## src/rtl/nn_stage_sequencer_if.sv

```systemverilog
// Request / stage-engine bus of the inference stage sequencer.
// The slave modport is the sequencer; the master modport is the host plus the engine chain.
interface nn_stage_sequencer_if #(
  parameter int unsigned NUM_STAGES = 4,
  parameter int unsigned RESULT_W   = 4,
  parameter int unsigned CNT_W      = 24
);
  logic                  start;
  logic                  abort;
  logic                  busy;
  logic [NUM_STAGES-1:0] stage_start;
  logic [NUM_STAGES-1:0] stage_done;
  logic [RESULT_W-1:0]   stage_result;
  logic [RESULT_W-1:0]   result;
  logic                  result_valid;
  logic                  error;
  logic [3:0]            err_stage;
  logic [CNT_W-1:0]      last_latency;

  modport master (
    output start, abort, stage_done, stage_result,
    input  busy, stage_start, result, result_valid, error, err_stage, last_latency
  );

  modport slave (
    input  start, abort, stage_done, stage_result,
    output busy, stage_start, result, result_valid, error, err_stage, last_latency
  );
endinterface

```

## src/rtl/nn_stage_sequencer.sv

```systemverilog
// Sequences NUM_STAGES engines through level start/done handshakes, one idle gap cycle
// between stages, with abort, per-stage watchdog and run-latency measurement.
module nn_stage_sequencer #(
  parameter int unsigned NUM_STAGES     = 4,
  parameter int unsigned RESULT_W       = 4,
  parameter int unsigned TIMEOUT_CYCLES = 200000,
  parameter int unsigned CNT_W          = 24
) (
  input logic                clk,
  input logic                reset,
  nn_stage_sequencer_if.slave bus
);

  localparam int unsigned     IDX_W    = 4;
  localparam logic [IDX_W-1:0] LAST_IDX = IDX_W'(NUM_STAGES - 1);
  localparam logic [CNT_W-1:0] CNT_MAX  = '1;
  localparam bit               WD_EN    = (TIMEOUT_CYCLES != 0);
  localparam logic [CNT_W-1:0] WD_LIMIT = CNT_W'((TIMEOUT_CYCLES == 0) ? 0 : TIMEOUT_CYCLES - 1);

  typedef enum logic [1:0] {
    S_IDLE = 2'd0,
    S_RUN  = 2'd1,
    S_GAP  = 2'd2
  } state_t;

  state_t                state;
  logic [IDX_W-1:0]      idx;
  logic [NUM_STAGES-1:0] stage_start_q;
  logic                  busy_q;
  logic [RESULT_W-1:0]   result_q;
  logic                  result_valid_q;
  logic                  error_q;
  logic [3:0]            err_stage_q;
  logic [CNT_W-1:0]      wdog;
  logic [CNT_W-1:0]      lat;
  logic [CNT_W-1:0]      last_latency_q;
  logic                  active_done;

  function automatic logic [CNT_W-1:0] sat_inc(input logic [CNT_W-1:0] v);
    return (v == CNT_MAX) ? v : v + CNT_W'(1);
  endfunction

  // Only the done bit of the stage currently being started is honoured.
  assign active_done = |(bus.stage_done & stage_start_q);

  always_ff @(posedge clk) begin
    if (reset) begin
      state          <= S_IDLE;
      idx            <= '0;
      stage_start_q  <= '0;
      busy_q         <= 1'b0;
      result_q       <= '0;
      result_valid_q <= 1'b0;
      error_q        <= 1'b0;
      err_stage_q    <= '0;
      wdog           <= '0;
      lat            <= '0;
      last_latency_q <= '0;
    end else begin
      result_valid_q <= 1'b0;
      case (state)
        S_IDLE: begin
          if (bus.start && !bus.abort) begin
            state         <= S_RUN;
            idx           <= '0;
            stage_start_q <= NUM_STAGES'(1);
            busy_q        <= 1'b1;
            error_q       <= 1'b0;
            err_stage_q   <= '0;
            wdog          <= '0;
            lat           <= CNT_W'(1);
          end
        end
        S_RUN: begin
          lat  <= sat_inc(lat);
          wdog <= sat_inc(wdog);
          if (bus.abort) begin
            state         <= S_IDLE;
            stage_start_q <= '0;
            busy_q        <= 1'b0;
          end else if (active_done) begin
            stage_start_q <= '0;
            if (idx == LAST_IDX) begin
              state          <= S_IDLE;
              busy_q         <= 1'b0;
              result_q       <= bus.stage_result;
              result_valid_q <= 1'b1;
              last_latency_q <= sat_inc(lat);
            end else begin
              state <= S_GAP;
            end
          end else if (WD_EN && (wdog >= WD_LIMIT)) begin
            state         <= S_IDLE;
            stage_start_q <= '0;
            busy_q        <= 1'b0;
            error_q       <= 1'b1;
            err_stage_q   <= idx;
          end
        end
        S_GAP: begin
          lat  <= sat_inc(lat);
          wdog <= '0;
          if (bus.abort) begin
            state  <= S_IDLE;
            busy_q <= 1'b0;
          end else begin
            state         <= S_RUN;
            idx           <= idx + IDX_W'(1);
            stage_start_q <= NUM_STAGES'(1) << (idx + IDX_W'(1));
          end
        end
        default: begin
          state         <= S_IDLE;
          stage_start_q <= '0;
          busy_q        <= 1'b0;
        end
      endcase
    end
  end

  assign bus.busy         = busy_q;
  assign bus.stage_start  = stage_start_q;
  assign bus.result       = result_q;
  assign bus.result_valid = result_valid_q;
  assign bus.error        = error_q;
  assign bus.err_stage    = err_stage_q;
  assign bus.last_latency = last_latency_q;

endmodule

```

## src/flat_wrapper.sv

```systemverilog
// flat-port wrapper written by rule: the top's interface ports become plain ports
module nn_stage_sequencer_flat 
#(
  parameter int unsigned NUM_STAGES     = 4,
  parameter int unsigned RESULT_W       = 4,
  parameter int unsigned TIMEOUT_CYCLES = 200000,
  parameter int unsigned CNT_W          = 24
)
  (clk, reset, bus_start, bus_abort, bus_stage_done, bus_stage_result, bus_busy, bus_stage_start, bus_result, bus_result_valid, bus_error, bus_err_stage, bus_last_latency);
  nn_stage_sequencer_if #(.NUM_STAGES(NUM_STAGES), .RESULT_W(RESULT_W), .CNT_W(CNT_W)) bus_i ();
  input logic clk;
  input logic reset;
  input wire logic [$bits(bus_i.start)-1:0] bus_start;
  input wire logic [$bits(bus_i.abort)-1:0] bus_abort;
  input wire logic [$bits(bus_i.stage_done)-1:0] bus_stage_done;
  input wire logic [$bits(bus_i.stage_result)-1:0] bus_stage_result;
  output wire logic [$bits(bus_i.busy)-1:0] bus_busy;
  output wire logic [$bits(bus_i.stage_start)-1:0] bus_stage_start;
  output wire logic [$bits(bus_i.result)-1:0] bus_result;
  output wire logic [$bits(bus_i.result_valid)-1:0] bus_result_valid;
  output wire logic [$bits(bus_i.error)-1:0] bus_error;
  output wire logic [$bits(bus_i.err_stage)-1:0] bus_err_stage;
  output wire logic [$bits(bus_i.last_latency)-1:0] bus_last_latency;
  assign bus_i.start = bus_start;
  assign bus_i.abort = bus_abort;
  assign bus_i.stage_done = bus_stage_done;
  assign bus_i.stage_result = bus_stage_result;
  assign bus_busy = bus_i.busy;
  assign bus_stage_start = bus_i.stage_start;
  assign bus_result = bus_i.result;
  assign bus_result_valid = bus_i.result_valid;
  assign bus_error = bus_i.error;
  assign bus_err_stage = bus_i.err_stage;
  assign bus_last_latency = bus_i.last_latency;
  nn_stage_sequencer #(.NUM_STAGES(NUM_STAGES), .RESULT_W(RESULT_W), .TIMEOUT_CYCLES(TIMEOUT_CYCLES), .CNT_W(CNT_W)) u_core (.clk(clk), .reset(reset), .bus(bus_i));
endmodule
```

## config.mk

```make
export PLATFORM = sky130hd
export DESIGN_NAME = nn_stage_sequencer_flat
export DESIGN_NICKNAME = d
export VERILOG_FILES = /design/src/rtl/nn_stage_sequencer_if.sv /design/src/rtl/nn_stage_sequencer.sv /design/src/flat_wrapper.sv
export SDC_FILE = /design/constraint.sdc
export NUM_CORES = 1
export LEC_CHECK = 0
export ABC_CLOCK_PERIOD_IN_PS = 5430
export CORE_UTILIZATION = 40
export CTS_CLUSTER_SIZE = 10
export DETAILED_ROUTE_END_ITERATION = 10
export SYNTH_ARGS = -nofsm -noshare
export SYNTH_HDL_FRONTEND = slang
export SYNTH_SLANG_ARGS = --single-unit
export TNS_END_PERCENT = 30
```

## constraint.sdc

```tcl
create_clock -name clk -period 5.43 [get_ports clk]
set_clock_uncertainty 0.15 [all_clocks]
set_input_delay 1.3575 -clock clk [delete_from_list [all_inputs] [get_ports clk]]
set_output_delay 1.3575 -clock clk [all_outputs]
set_load 0.005 [all_outputs]
```

## After elaboration in Yosys (flattened, before gate mapping)

Index checks and enable logic that the tools add are counted.

| word-level totals | value |
|---|---|
| register bits | 93 |
| latch bits | 0 |
| bits in writable memories | 0 |
| memory bits (read-only) | 0 |
| input port bits | 12 |
| output and inout bits | 39 |
| word-level logic and storage cells | 91 |
| memories | 0 |

| operators by class | value |
|---|---|
| add/subtract/negate cells | 3 |
| multiply operators | 0 |
| div/mod/pow operators | 0 |
| $lt $le $gt $ge | 1 |
| equality and inequality tests | 14 |
| shift operators | 1 |
| multiplexer cells | 39 |
| bitwise operators | 4 |
| reductions and logical operators | 18 |

Operators by type and width:

| cell | count |
|---|---|
| 24-bit 2-to-1 mux | 4 |
| 24-bit case mux with 3 select lines | 1 |
| 24-bit by 1-bit adder with 24-bit output (second input constant) | 2 |
| 24-bit equality test (second input constant) | 2 |
| 24-bit case mux with 2 select lines | 1 |
| 4-bit 2-to-1 mux | 10 |
| 24-bit by 18-bit >= comparator with 1-bit output (second input constant) | 1 |
| 4-bit case mux with 2 select lines | 2 |
| 1-bit 2-to-1 mux | 12 |
| 4-bit case mux with 3 select lines | 1 |
| 2-bit 2-to-1 mux | 5 |
| 2-bit != test (second input constant) | 5 |
| 3-bit AND reduction | 3 |
| 4-bit AND reduction | 2 |
| 4-bit OR reduction | 2 |
| 2-bit case mux with 3 select lines | 1 |
| 2-bit nonzero test | 3 |
| 5-bit AND reduction | 1 |
| 4-bit by 1-bit adder with 4-bit output (second input constant) | 1 |
| 4-bit bitwise AND | 1 |
| 4-bit by 2-bit equality test with 1-bit output (second input constant) | 1 |
| 2-bit by 1-bit != test with 1-bit output (second input constant) | 2 |
| 4-bit by 2-bit != test with 1-bit output (second input constant) | 1 |
| 4-bit != test (second input constant) | 1 |
| other kinds (12) | 15 |

## Logic depth before layout (Yosys ltp)

| depth | value |
|---|---|
| word-level depth | 5 |
| depth in mapped cells | 9 |
| mapped depth without buffers | 7 |

## Least setup slack after synthesis

Ideal clock, no wire load.

| path | value |
|---|---|
| path type | input port to flip-flop |
| start point | input port bus_abort |
| end point | register u_core.wdog[12] |
| setup time | 0.074 ns |
| arrival | 2.701 ns |
| data required time | 5.206 ns |
| slack | 2.505 ns |
| stages on the path | 5 |
| buffers on the path | 0 |
| cell sequence | nand2b_1 > a2111oi_4 > o21ai_1 > or4_1 > o21ai_0 |

| between the ends | value |
|---|---|
| cells in the longest elaborated chain, start to end | 4 |

RTL lines:

| item | RTL line | source |
|---|---|---|
| start, declared | flat_wrapper.sv:14 | `input wire logic [$bits(bus_i.abort)-1:0] bus_abort;` |
| 1-bit logical NOT | nn_stage_sequencer.sv:63 | `if (bus.start && !bus.abort) begin` |
| 1-bit logical AND | nn_stage_sequencer.sv:63 |  |
| 2-bit by 1-bit != test with 1-bit output (no line) | n/a |  |
| 3-bit AND reduction (no line) | n/a |  |
| end signal, assigned | nn_stage_sequencer.sv:76 | `wdog <= sat_inc(wdog);` |
| end, declared | nn_stage_sequencer.sv:34 | `logic [CNT_W-1:0] wdog;` |

Every way passes these cells.
A chain may end at the register's enable or synchronous reset.

## Final worst setup path

Ends and elaborated chain as after synthesis.

==> flow_metrics.py <==
metrics = {
    "pwr": {
        "p_per_area_mw_per_mm2": 253,
        "ir_drop_uv": 155,
        "swShare_pct": 25.3,
        "power_frac_seq_pct": 45.5,
        "clkPwrFrac_pct": 45.2,
        "p_int_mw": 1.14,
        "p_sw_mw": 0.387,
        "leakagePower_nw": 1.90,
        "combPwrFrac_pct": 9.2,
    },
    "synthesis": {
        "synthCells": 635,
        "syn_area_mm2": 0.00517,
        "syn_nets": 654,
        "synth_top_area_share_pct": 36.0,
        "synth-seq-area-share_pct": 36.0,
        "synth_async_sr_flop_share_pct": 0,
        "ys_types": 72,
        "synth_edf_count": 0,
        "ys_top_cells_by_count": "dfxtp_1, nand2_1, a21oi_1, o21ai_0, nor2_1",
        "synth_seq_cells": 93,
        "yosysWarnings": 0,
        "yosysMostFrequentCell": "dfxtp_1",
        "synth_largest_area_cell": "dfxtp_1",
        "synthFlopType": "dfxtp_1",
        "yosys-top-cells-area": "dfxtp_1, nand2_1, a21oi_1",
        "avgSynthCellArea_um2": 8.14,
    },
    "die": {
        "die_width_um": 116,
        "io_pins": 51,
        "initial_utilization_pct": 41.0,
        "fp-row-count": 41,
        "die_area_mm2": 0.0134,
        "fp.dieH_um": 116,
        "core_area_mm2": 0.0126,
    },
    "drt": {
        "first_pass_iters": 5,
        "drt_iter0_markers": 246,
        "drc": 0,
        "ant_nets": 0,
        "vias": 4691,
        "wire_per_inst_um": 15.4,
        "avgViaCountPerCell": 5.65,
        "wirelength_um": 12800,
    },
    "timing": {
        "slew_headroom_pct": 33.9,
        "clock.fmax_mhz": 250,
        "tightest_slew_ps": 985,
        "fin_hold_ws_ps": 304,
        "drv_slew": 0,
        "period_share_pct": 73.7,
        "hold_viol_final": 0,
        "rsz0062_at_grt": "false",
        "post-route-min-period_ps": 4000,
        "setup_viol": 0,
        "setup_tns_ps": 0,
    },
    "clock_tree": {
        "cts_sinks": 93,
        "cts_hold_buf": 0,
        "cts_made_buffers": 9,
        "clockRootBuffer": "clkbuf_16",
        "htree_levels": 3,
        "cts_tree": "done",
        "ctsLongestPathBuffers": 2,
        "postCtsSetupBuffers": 0,
        "clock_latency_ps": 350,
        "cts_resized": 0,
        "path_clk_slew_ps": 70,
    },
    "grt": {
        "grt_pass1_vias": 4285,
        "grt_max_degree": 57,
        "grt_antenna_before_repair": 0,
        "grt_overflow": 0,
        "grt.total_usage_pct": 19.9,
        "grt_pass1_wl_um": 20900,
    },
    "worst_setup_path": {
        "startpoint": "bus_abort",
        "critPathCaptureType": "flip-flop",
        "arrival_ps": 4140,
        "start_kind": "input pin",
        "crit_end": "u_core.wdog[12]",
        "reg2regPathDepth": 6,
        "reg2reg_from": "u_core.state[0]",
        "criticalPathCategory": "in -> reg",
        "path_max_fanout": 25,
        "r2r_slack_ps": 2450,
        "crit_required_ps": 5560,
        "rr_endpoint": "u_core.wdog[12]",
    },
    "finish": {
        "seqCellArea_mm2": 0.00186,
        "fillCellCount": 1279,
        "multi_input_area_mm2": 0.00304,
        "final_nets": 673,
        "antennaDiodeCount": 0,
        "area_growth_pct": 17.0,
        "drive_above_1_share_pct": 7.44,
    },
    "place": {
        "portBuffers": 50,
        "hpwl_um": 8690,
        "place.gp.congestion": 0.826,
    },
    "min_path": {
        "hold_class": "reg -> reg",
        "hold_path.startpoint": "u_core.bus.last_latency[3]",
    },
    "outcome": {
        "outcome": "finished clean",
    },
    "run": {
        "maxCapViolCount": 0,
    },
}
[per-stage QoR]
stage | std cells | util (%) | area, um2 | total power [mW] | worst slack [ps]
6_report | 831 | 47.9 | 6050 | 1.53 | 1430
5_1_grt | 831 | 47.9 | 6050 | 1.59 | 1160
4_1_cts | 831 | 47.9 | 6050 | 1.54 | 1390
3_5_place_dp | 815 | 45.4 | 5730 | 0.852 | 1010
3_3_place_gp | 815 | 45.4 | 5730 | 0.851 | 1110
2_1_floorplan | 635 | - | 5170 | 0.805 | 2500
[area by class of cell]
| type | instances | share of cell area (%) |
|---|---|---|
| clock inverters | 7 | 1.63 |
| repair buffers | 56 | 8.93 |
| well taps | 172 | 3.56 |
| inverters | 19 | 1.18 |
| clock buffers | 9 | 3.72 |
| flip-flops and latches | 93 | 30.8 |
| multi-input cells | 475 | 50.2 |
[sequential cells by signal, indices dropped and copies added, names as in the netlist]
signal,count
u_core.bus.busy,1
u_core.bus.err_stage,4
u_core.bus.error,1
u_core.bus.last_latency,24
u_core.bus.result,4
u_core.bus.result_valid,1
u_core.bus.stage_start,4
u_core.idx,4
u_core.lat,24
u_core.state,2
u_core.wdog,24
[cells in the final DEF, fill, tap and decap left out, types with 5 or more instances in the layout]
cell             instances
nand2_1                 80
o32ai_1                  5
nand3b_1                 7
buf_4                    6
nand2b_1                 8
a211oi_1                15
and4_1                   7
dfxtp_1                 93
clkbuf_16                9
ha_1                     7
nand3_1                 23
or4_1                    8
a21o_1                   5
or3_1                   17
o31ai_1                  5
inv_1                   19
a21oi_1                 47
xnor2_1                 10
nor2b_1                  5
and2_1                   8
xor2_1                  16
o211ai_1                 9
nand4_1                 21
a31oi_1                 18
nor2_1                  37
nor3_1                   5
clkdlybuf4s50_1         49
mux2i_1                  5
o21ai_0                 38
[worst min-delay path by stage]
stage / endpoint / slack (ps) / cells past startpoint
2_1_floorplan: u_core.bus.last_latency[4] / 300 / 2
3_3_place_gp: u_core.bus.result[1] / 290 / 2
3_5_place_dp: u_core.bus.last_latency[3] / 300 / 2
4_1_cts: u_core.bus.last_latency[3] / 310 / 2
5_1_grt: u_core.bus.last_latency[2] / 330 / 2
6_report: u_core.bus.last_latency[3] / 300 / 2
[routing by layer]
layer  up-vias  track usage (%)  share of wire, %
li1       2388                -                 -
met4         0             8.97               2.0
met3        19             3.14               3.8
met1      2203             26.1                48
met5         -                0                 0
met2        81             32.2                47
[kinds of logic (layout without fill, tap and decap cells)]
| group | count (synthesis) | after routing | share of synthesized area, % |
|---|---|---|---|
| AND/OR/NAND/NOR | 255 | 255 | 27.1 |
| multiplexers | 5 | 5 | 0.968 |
| adder cells (fa/ha/maj) | 7 | 7 | 1.69 |
| AO/OA/AOI/OAI | 182 | 182 | 24.4 |
| buffers and inverters | 67 | 91 | 5.49 |
| flip-flops | 93 | 93 | 36.0 |
| XOR/XNOR | 26 | 26 | 4.40 |
[power by group through the flow]
| stage | Clock [mW] | Sequential, mW | Combinational (mW) |
|---|---|---|---|
| 3_5_place_dp | 0 | 0.711 | 0.141 |
| 2_1_floorplan | 0 | 0.710 | 0.0949 |
| 3_3_place_gp | 0 | 0.711 | 0.140 |
| 5_1_grt | 0.735 | 0.697 | 0.157 |
| 4_1_cts | 0.707 | 0.696 | 0.142 |
| 6_report | 0.691 | 0.696 | 0.141 |
[worst max-delay path: stages]
cell	delay (ps)
clkdlybuf4s50_1	630
nand2b_1	360
a21o_1	790
o21ai_1	360
or4_1	560
o21ai_0	70
No activity file was read; power rests on OpenSTA's default activity.
